**config.mk**
```make
export PLATFORM = sky130hd
export DESIGN_NAME = fifo_uart_tx_reader
export DESIGN_NICKNAME = d
export VERILOG_FILES = /design/src/rtl/fifo_uart_tx_reader.sv
export SDC_FILE = /design/constraint.sdc
export NUM_CORES = 1
export LEC_CHECK = 0
export CAP_MARGIN = 20
export CELL_PAD_IN_SITES_DETAIL_PLACEMENT = 0
export CELL_PAD_IN_SITES_GLOBAL_PLACEMENT = 1
export CORE_MARGIN = 2
export CORE_UTILIZATION = 40
export CTS_BUF_LIST = sky130_fd_sc_hd__clkbuf_8
export DETAILED_ROUTE_END_ITERATION = 8
export DONT_BUFFER_PORTS = 1
export GPL_TIMING_DRIVEN = 0
export PLACE_DENSITY = 0.64
export RECOVER_POWER = 50
export SLEW_MARGIN = 30
export SYNTH_ARGS = -nofsm -noshare
export SYNTH_HDL_FRONTEND = slang
export SYNTH_SLANG_ARGS = --single-unit
```
**constraint.sdc**
```tcl
create_clock -name clk_b -period 3.9 [get_ports clk_b]
set_input_delay 1.17 -clock clk_b [delete_from_list [all_inputs] [get_ports clk_b]]
set_output_delay 1.17 -clock clk_b [all_outputs]
set_load 0.01 [all_outputs]
```
**src/rtl/fifo_uart_tx_reader.sv**
```systemverilog
// Read-side consumer of the async FIFO: pops one byte at a time and sends it as a UART frame.
// Build option: define UART_PARITY_EN to insert an even-parity bit between the data bits and the stop bit.
module fifo_uart_tx_reader #(
   parameter int unsigned CLK_DIV = 16,
   parameter int unsigned CNT_W   = 16
) (
   input  logic             clk_b,
   input  logic             rst,
   input  logic             tx_enable,
   input  logic             fifo_rempty,
   input  logic [7:0]       fifo_data,
   output logic             fifo_rd_en,
   output logic             txd,
   output logic             busy,
   output logic [CNT_W-1:0] frame_cnt
);

   localparam int unsigned BAUD_W = (CLK_DIV > 2) ? $clog2(CLK_DIV) : 1;
   localparam logic [BAUD_W-1:0] BAUD_LAST = BAUD_W'(CLK_DIV - 1);

`ifdef UART_PARITY_EN
   typedef enum logic [2:0] {
      S_IDLE, S_POP, S_WAIT, S_START, S_DATA, S_PARITY, S_STOP
   } state_t;
`else
   typedef enum logic [2:0] {
      S_IDLE, S_POP, S_WAIT, S_START, S_DATA, S_STOP
   } state_t;
`endif

   state_t            state_q, state_d;
   logic [BAUD_W-1:0] baud_q, baud_d;
   logic [2:0]        bit_idx_q, bit_idx_d;
   logic [7:0]        shreg_q, shreg_d;
   logic              parity_q, parity_d;
   logic              txd_q, txd_d;
   logic              rd_en_q, rd_en_d;
   logic              busy_q, busy_d;
   logic [CNT_W-1:0]  frame_cnt_q, frame_cnt_d;
   logic              bit_last;

   assign bit_last = (baud_q == BAUD_LAST);

   // State register and registered outputs
   always_ff @(posedge clk_b or posedge rst) begin
      if (rst) begin
         state_q     <= S_IDLE;
         baud_q      <= '0;
         bit_idx_q   <= '0;
         shreg_q     <= '0;
         parity_q    <= 1'b0;
         txd_q       <= 1'b1;
         rd_en_q     <= 1'b0;
         busy_q      <= 1'b0;
         frame_cnt_q <= '0;
      end else begin
         state_q     <= state_d;
         baud_q      <= baud_d;
         bit_idx_q   <= bit_idx_d;
         shreg_q     <= shreg_d;
         parity_q    <= parity_d;
         txd_q       <= txd_d;
         rd_en_q     <= rd_en_d;
         busy_q      <= busy_d;
         frame_cnt_q <= frame_cnt_d;
      end
   end

   // Next state; outputs are decoded from the next state so they line up with it after the edge
   always_comb begin
      state_d     = state_q;
      baud_d      = baud_q;
      bit_idx_d   = bit_idx_q;
      shreg_d     = shreg_q;
      parity_d    = parity_q;
      frame_cnt_d = frame_cnt_q;
      txd_d       = 1'b1;
      rd_en_d     = 1'b0;
      busy_d      = 1'b0;

      case (state_q)
         S_IDLE: begin
            baud_d    = '0;
            bit_idx_d = '0;
            if (tx_enable && !fifo_rempty) begin
               state_d = S_POP;
            end
         end
         S_POP: begin
            state_d = S_WAIT;
         end
         S_WAIT: begin
            shreg_d  = fifo_data;
            parity_d = ^fifo_data;
            baud_d   = '0;
            state_d  = S_START;
         end
         S_START: begin
            if (bit_last) begin
               baud_d    = '0;
               bit_idx_d = '0;
               state_d   = S_DATA;
            end else begin
               baud_d = baud_q + BAUD_W'(1);
            end
         end
         S_DATA: begin
            if (bit_last) begin
               baud_d  = '0;
               shreg_d = {1'b0, shreg_q[7:1]};
               if (bit_idx_q == 3'd7) begin
`ifdef UART_PARITY_EN
                  state_d = S_PARITY;
`else
                  state_d = S_STOP;
`endif
               end else begin
                  bit_idx_d = bit_idx_q + 3'd1;
               end
            end else begin
               baud_d = baud_q + BAUD_W'(1);
            end
         end
`ifdef UART_PARITY_EN
         S_PARITY: begin
            if (bit_last) begin
               baud_d  = '0;
               state_d = S_STOP;
            end else begin
               baud_d = baud_q + BAUD_W'(1);
            end
         end
`endif
         S_STOP: begin
            if (bit_last) begin
               baud_d      = '0;
               frame_cnt_d = frame_cnt_q + CNT_W'(1);
               // Chain straight into the next pop when more data is waiting
               if (tx_enable && !fifo_rempty) begin
                  state_d = S_POP;
               end else begin
                  state_d = S_IDLE;
               end
            end else begin
               baud_d = baud_q + BAUD_W'(1);
            end
         end
         default: begin
            state_d = S_IDLE;
         end
      endcase

      rd_en_d = (state_d == S_POP);
      busy_d  = (state_d != S_IDLE);
      case (state_d)
         S_START:  txd_d = 1'b0;
         S_DATA:   txd_d = shreg_d[0];
`ifdef UART_PARITY_EN
         S_PARITY: txd_d = parity_d;
`endif
         default:  txd_d = 1'b1;
      endcase
   end

   assign fifo_rd_en = rd_en_q;
   assign txd        = txd_q;
   assign busy       = busy_q;
   assign frame_cnt  = frame_cnt_q;

endmodule

```
* After elaboration in Yosys (flattened, before gate mapping)
Cells that the tools add are included.
** Storage, ports and cells
- Register bits :: 37
- Output and inout port bits :: 19
- Logic and storage cells :: 53
** Operators by class
- Add/sub/neg operators :: 3
- Equal/unequal tests :: 13
- Multiplexer cells :: 16
- Reduce and logical (&&, ||, !) cells :: 12
** Operator list (count)
- $mux 3 :: 8
- $pmux 3 s6 :: 1
- $add 16x1->16 const B :: 1
- $pmux 8 s2 :: 1
- $eq 3x3->1 const B :: 4
- $eq 3x2->1 const B :: 3
- $pmux 3 s3 :: 1
- $mux 8 :: 1
- $pmux 4 s2 :: 1
- $eq 3x1->1 const B :: 2
- $ne 2x2->1 const B :: 3
- $reduce_bool 3->1 :: 2
- $add 4x1->4 const B :: 1
- $eq 4x4->1 const B :: 1
- $mux 4 :: 1
- $reduce_and 2->1 :: 2
- $reduce_and 4->1 :: 1
- $reduce_bool 2->1 :: 2
- $add 3x1->3 const B :: 1
- $logic_not 3->1 :: 1
- $reduce_or 3->1 :: 1
- $pmux 1 s2 :: 1
- $reduce_or 2->1 :: 1
- $logic_and 1x1->1 :: 1
- other kinds (2) :: 2

* Logic depth before layout (Yosys ltp)
- Depth in word-level cells :: 7
- Mapped depth :: 6
- Gate-level depth less buffers :: 6

* Least setup slack after synthesis
No wires, ideal clock.
- Kind :: input to register
- Start point :: input fifo_data[0]
- End point :: register txd_q (netlist: txd)
- Library setup time :: 89 ps
- Arrival time :: 1854 ps
- Data required time :: 3811 ps
- Slack :: 1958 ps
- Stages on the path :: 4
- Path buffers :: 0
- Cell sequence :: and2_1 -> a221o_4 -> nor4_2 -> a211oi_2
** Between the ends
- Word-level cells in the longest chain between the ends :: 2
** RTL lines
- start, declared :: line 11 : input logic [7:0] fifo_data,
- $pmux 8 s2 :: line 81 : case (state_q)
- named net shreg_d[0] :: line 34 : logic [7:0] shreg_q, shreg_d;
- $pmux 1 s2 :: line 155 : case (state_d)
- named net txd_d :: line 36 : logic txd_q, txd_d;
- end signal, assigned :: line 62 : txd_q <= txd_d;
- end, declared :: line 36
The timed path passes the listed nets, and every way through them passes these cells.
A chain may end at the register's enable or synchronous reset.

==> results.json <==
{
  "hold_viol": 0,
  "fin_crit_sh_pct": 59.4,
  "setup_violations": 0,
  "fin_nets": 200,
  "start_util_pct": 42.0,
  "pwr_density_cell_nw_per_um2": 612,
  "drc": 0,
  "grt_antenna_before_repair": 0,
  "grtUsageTotal_pct": 15.2,
  "synthTopCellsByArea": "dfrtp_1 49%, xnor2_1 5.7%, nand2_1 5.5%",
  "synthAdderAreaFrac_pct": 2.72,
  "die_h_um": 71.9,
  "p_leak_nw": 0.961,
  "diodes": 0,
  "ys_types": 39,
  "vdd_drop_max_v": 0.000236,
  "synthCells": 176,
  "wl_per_cell_um": 15.2,
  "seq_area_frac_synth_pct": 50.3,
  "core_area_um2": 4380,
  "path_clk_slew_ns": 0.07,
  "cp-end-kind": "asynchronous set/reset pin",
  "synth_top_family_by_area": "simple AND/OR/NAND/NOR gates",
  "status": "complete, no violations",
  "postSynthAreaPerCell_um2": 10.5,
  "critical_path_class": "in -> async",
  "synth_seq_cells": 37,
  "drt_iter0_drc": 61,
  "crit_chain": "inv_1, clkbuf_1",
  "grt_max_degree": 22,
  "die_w_um": 71.9,
  "slowest_stage": "clkbuf_1",
  "pwr-share-seq_pct": 44.0,
  "cts_setup_buffers": 0,
  "synth_simple_gate_area_share_pct": 21.3,
  "synth-xor-area-share_pct": 7.13,
  "vias": 1300,
  "p_int_w": 0.000820,
  "gr-total-overflow": 0,
  "slew_headroom_pct": 24.3,
  "p_clk_share_pct": 27.8,
  "slew_viol_final": 0,
  "synth_edf_count": 0,
  "synthFlopType": "dfrtp_1",
  "tritoncts": "yes",
  "portBuffers": 0,
  "die_area_um2": 5160,
  "yosysWarnings": 0,
  "cp.arrival_ns": 2.55,
  "critical_path.max_stage_delay_ns": 0.90,
  "drtPass1Iterations": 4,
  "ctsResizeCount": 0,
  "final_cell_mix": "36 x dfrtp_1, 27 x nand2_1, 13 x o21ai_0",
  "comb_power_share_pct": 28.2,
  "numCtsBuffers": 5,
  "postSynth.asyncResetShare_pct": 100,
  "final_cell_count_no_fill": 237,
  "setup_tns_ns": 0,
  "critPathBufInv": 2,
  "viasPerCell": 5.49,
  "rsz0062_at_grt": "no",
  "max_freq_mhz": 431,
  "cpLargestDelayFamily": "buffers and inverters",
  "crit_fanout": 21,
  "area_delta_synth_final_pct": 8.97,
  "cts_hold_buffers": 0,
  "worst_setup_path_start_kind": "input pin",
  "yosysTopAreaCellShare_pct": 48.9,
  "dp_cells": 229,
  "final_common_cell": "dfrtp_1",
  "synth_compound_area_share_pct": 14.7,
  "htreeDepth": 2,
  "tightest_slew_ns": 1.14,
  "hp-class": "reg -> reg",
  "fin_crit_ns": 2.32,
  "wl_um": 3610,
  "power.switching_w": 0.000407,
  "syn_area_um2": 1840,
  "grt_first_pass_wirelength_um": 5990,
  "synth_fp_nets": 192,
  "synthMuxAreaShare_pct": 1.15,
  "synth_top_cell_by_area": "dfrtp_1",
  "drv_cap": 0,
  "required_ns": 4.14,
  "clk_latency_ns": 0.29,
  "rows": 24,
  "ios": 31,
  "gp_congestion": 0.886,
  "cts_max_path_buffers": 2,
  "swShare_pct": 33.2,
  "cts-root-buf": "clkbuf_8",
  "clock_skew_ns": 0.00616,
  "layout-drive-gt1-share_pct": 11.4,
  "first_global_vias": 1233,
  "dpl.hpwl_um": 2540,
  "cts_sinks": 37,
  "ant_nets": 0
}
## routing by layer
metal	GRT usage, %	share of wire, %	vias up
li1	-	-	633
met1	20.7	47	628
met2	22.0	45	32
met3	5.06	5.9	7
met4	6.50	1.7	0
met5	0	0	-
## worst paths after layout
| kind | end | slack, ns | cells after the start | startpoint |
|---|---|---|---|---|
| setup / recovery | baud_q[3] | 1.58 | 2 | rst |
| hold / removal | shreg_q[4] | 0.48 | 2 | shreg_q[4] |
| setup reg to reg | txd | 1.91 | 6 | baud_q[0] |
| hold reg to reg | shreg_q[4] | 0.48 | 2 | shreg_q[4] |
| max in group clk_b | txd | 1.90 | 0 | txd |
| min in group asynchronous | frame_cnt[15] | 0.85 | 1 | rst |
## power by group through the flow
stage          Clock, W  Combinational, W  Sequential [W]
2_1_floorplan         0          0.000295        0.000535
3_3_place_gp          0          0.000349        0.000548
3_5_place_dp          0          0.000361        0.000553
4_1_cts        0.000352          0.000363        0.000546
5_1_grt        0.000369          0.000398        0.000551
6_report       0.000341          0.000346        0.000540
## cell families after synthesis
group                      after synthesis
xor gates and xnor gates                15
AOI/OAI and AO/OA                       38
muxes                                    2
buffers and inverters                   10
adders and majority gates                4
and+or+nand+nor                         70
DFF                                     37
## state kept, by name, indices dropped and copies added, names as in the netlist
signal      cells
frame_cnt      16
shreg_q         8
baud_q          4
bit_idx_q       3
state_q         3
busy            1
fifo_rd_en      1
txd             1
## final cells by class
| type | count | area (µm²) |
|---|---|---|
| plain buffers | 4 | 25.0 |
| clock buffers | 6 | 82.6 |
| clock inverters | 2 | 33.8 |
| fillers | 450 | 2380 |
| inverters | 6 | 22.5 |
| multi-input cells | 129 | 847 |
| flip-flops and latches | 37 | 927 |
| well taps | 52 | 65.1 |
| repair buffers | 1 | 3.75 |
## through the flow
stage / utilization [%] / setup WS (ns) / hold WS, ns / power [W] / area [µm²]
after CTS: 46.8 / 1.82 / 0.484 / 0.00126 / 2050
after floorplan: - / 1.90 / 0.447 / 0.000831 / 1840
after global placement: 43.5 / 1.49 / 0.461 / 0.000897 / 1910
final: 45.8 / 1.58 / 0.482 / 0.00123 / 2010
after detailed placement: 44.1 / 1.84 / 0.463 / 0.000914 / 1930
after global routing: 45.8 / 1.17 / 0.510 / 0.00132 / 2010
## Yosys cell counts, types with 3 or more instances
cell type / n
nand2_1: 27
xor2_1: 3
dfrtp_1: 36
xnor2_1: 12
inv_1: 6
nand3_1: 10
nand4_1: 4
and3_1: 7
a21oi_1: 7
ha_1: 4
nor2_1: 9
a22oi_1: 7
o21ai_0: 13
## worst min-delay path: cells and delay by family (launching register included)
family,cells,cell delay (ns)
flip-flops,1,0.34
AND/OR/NAND/NOR,2,0.11
Power figures use the tool's default switching activity.
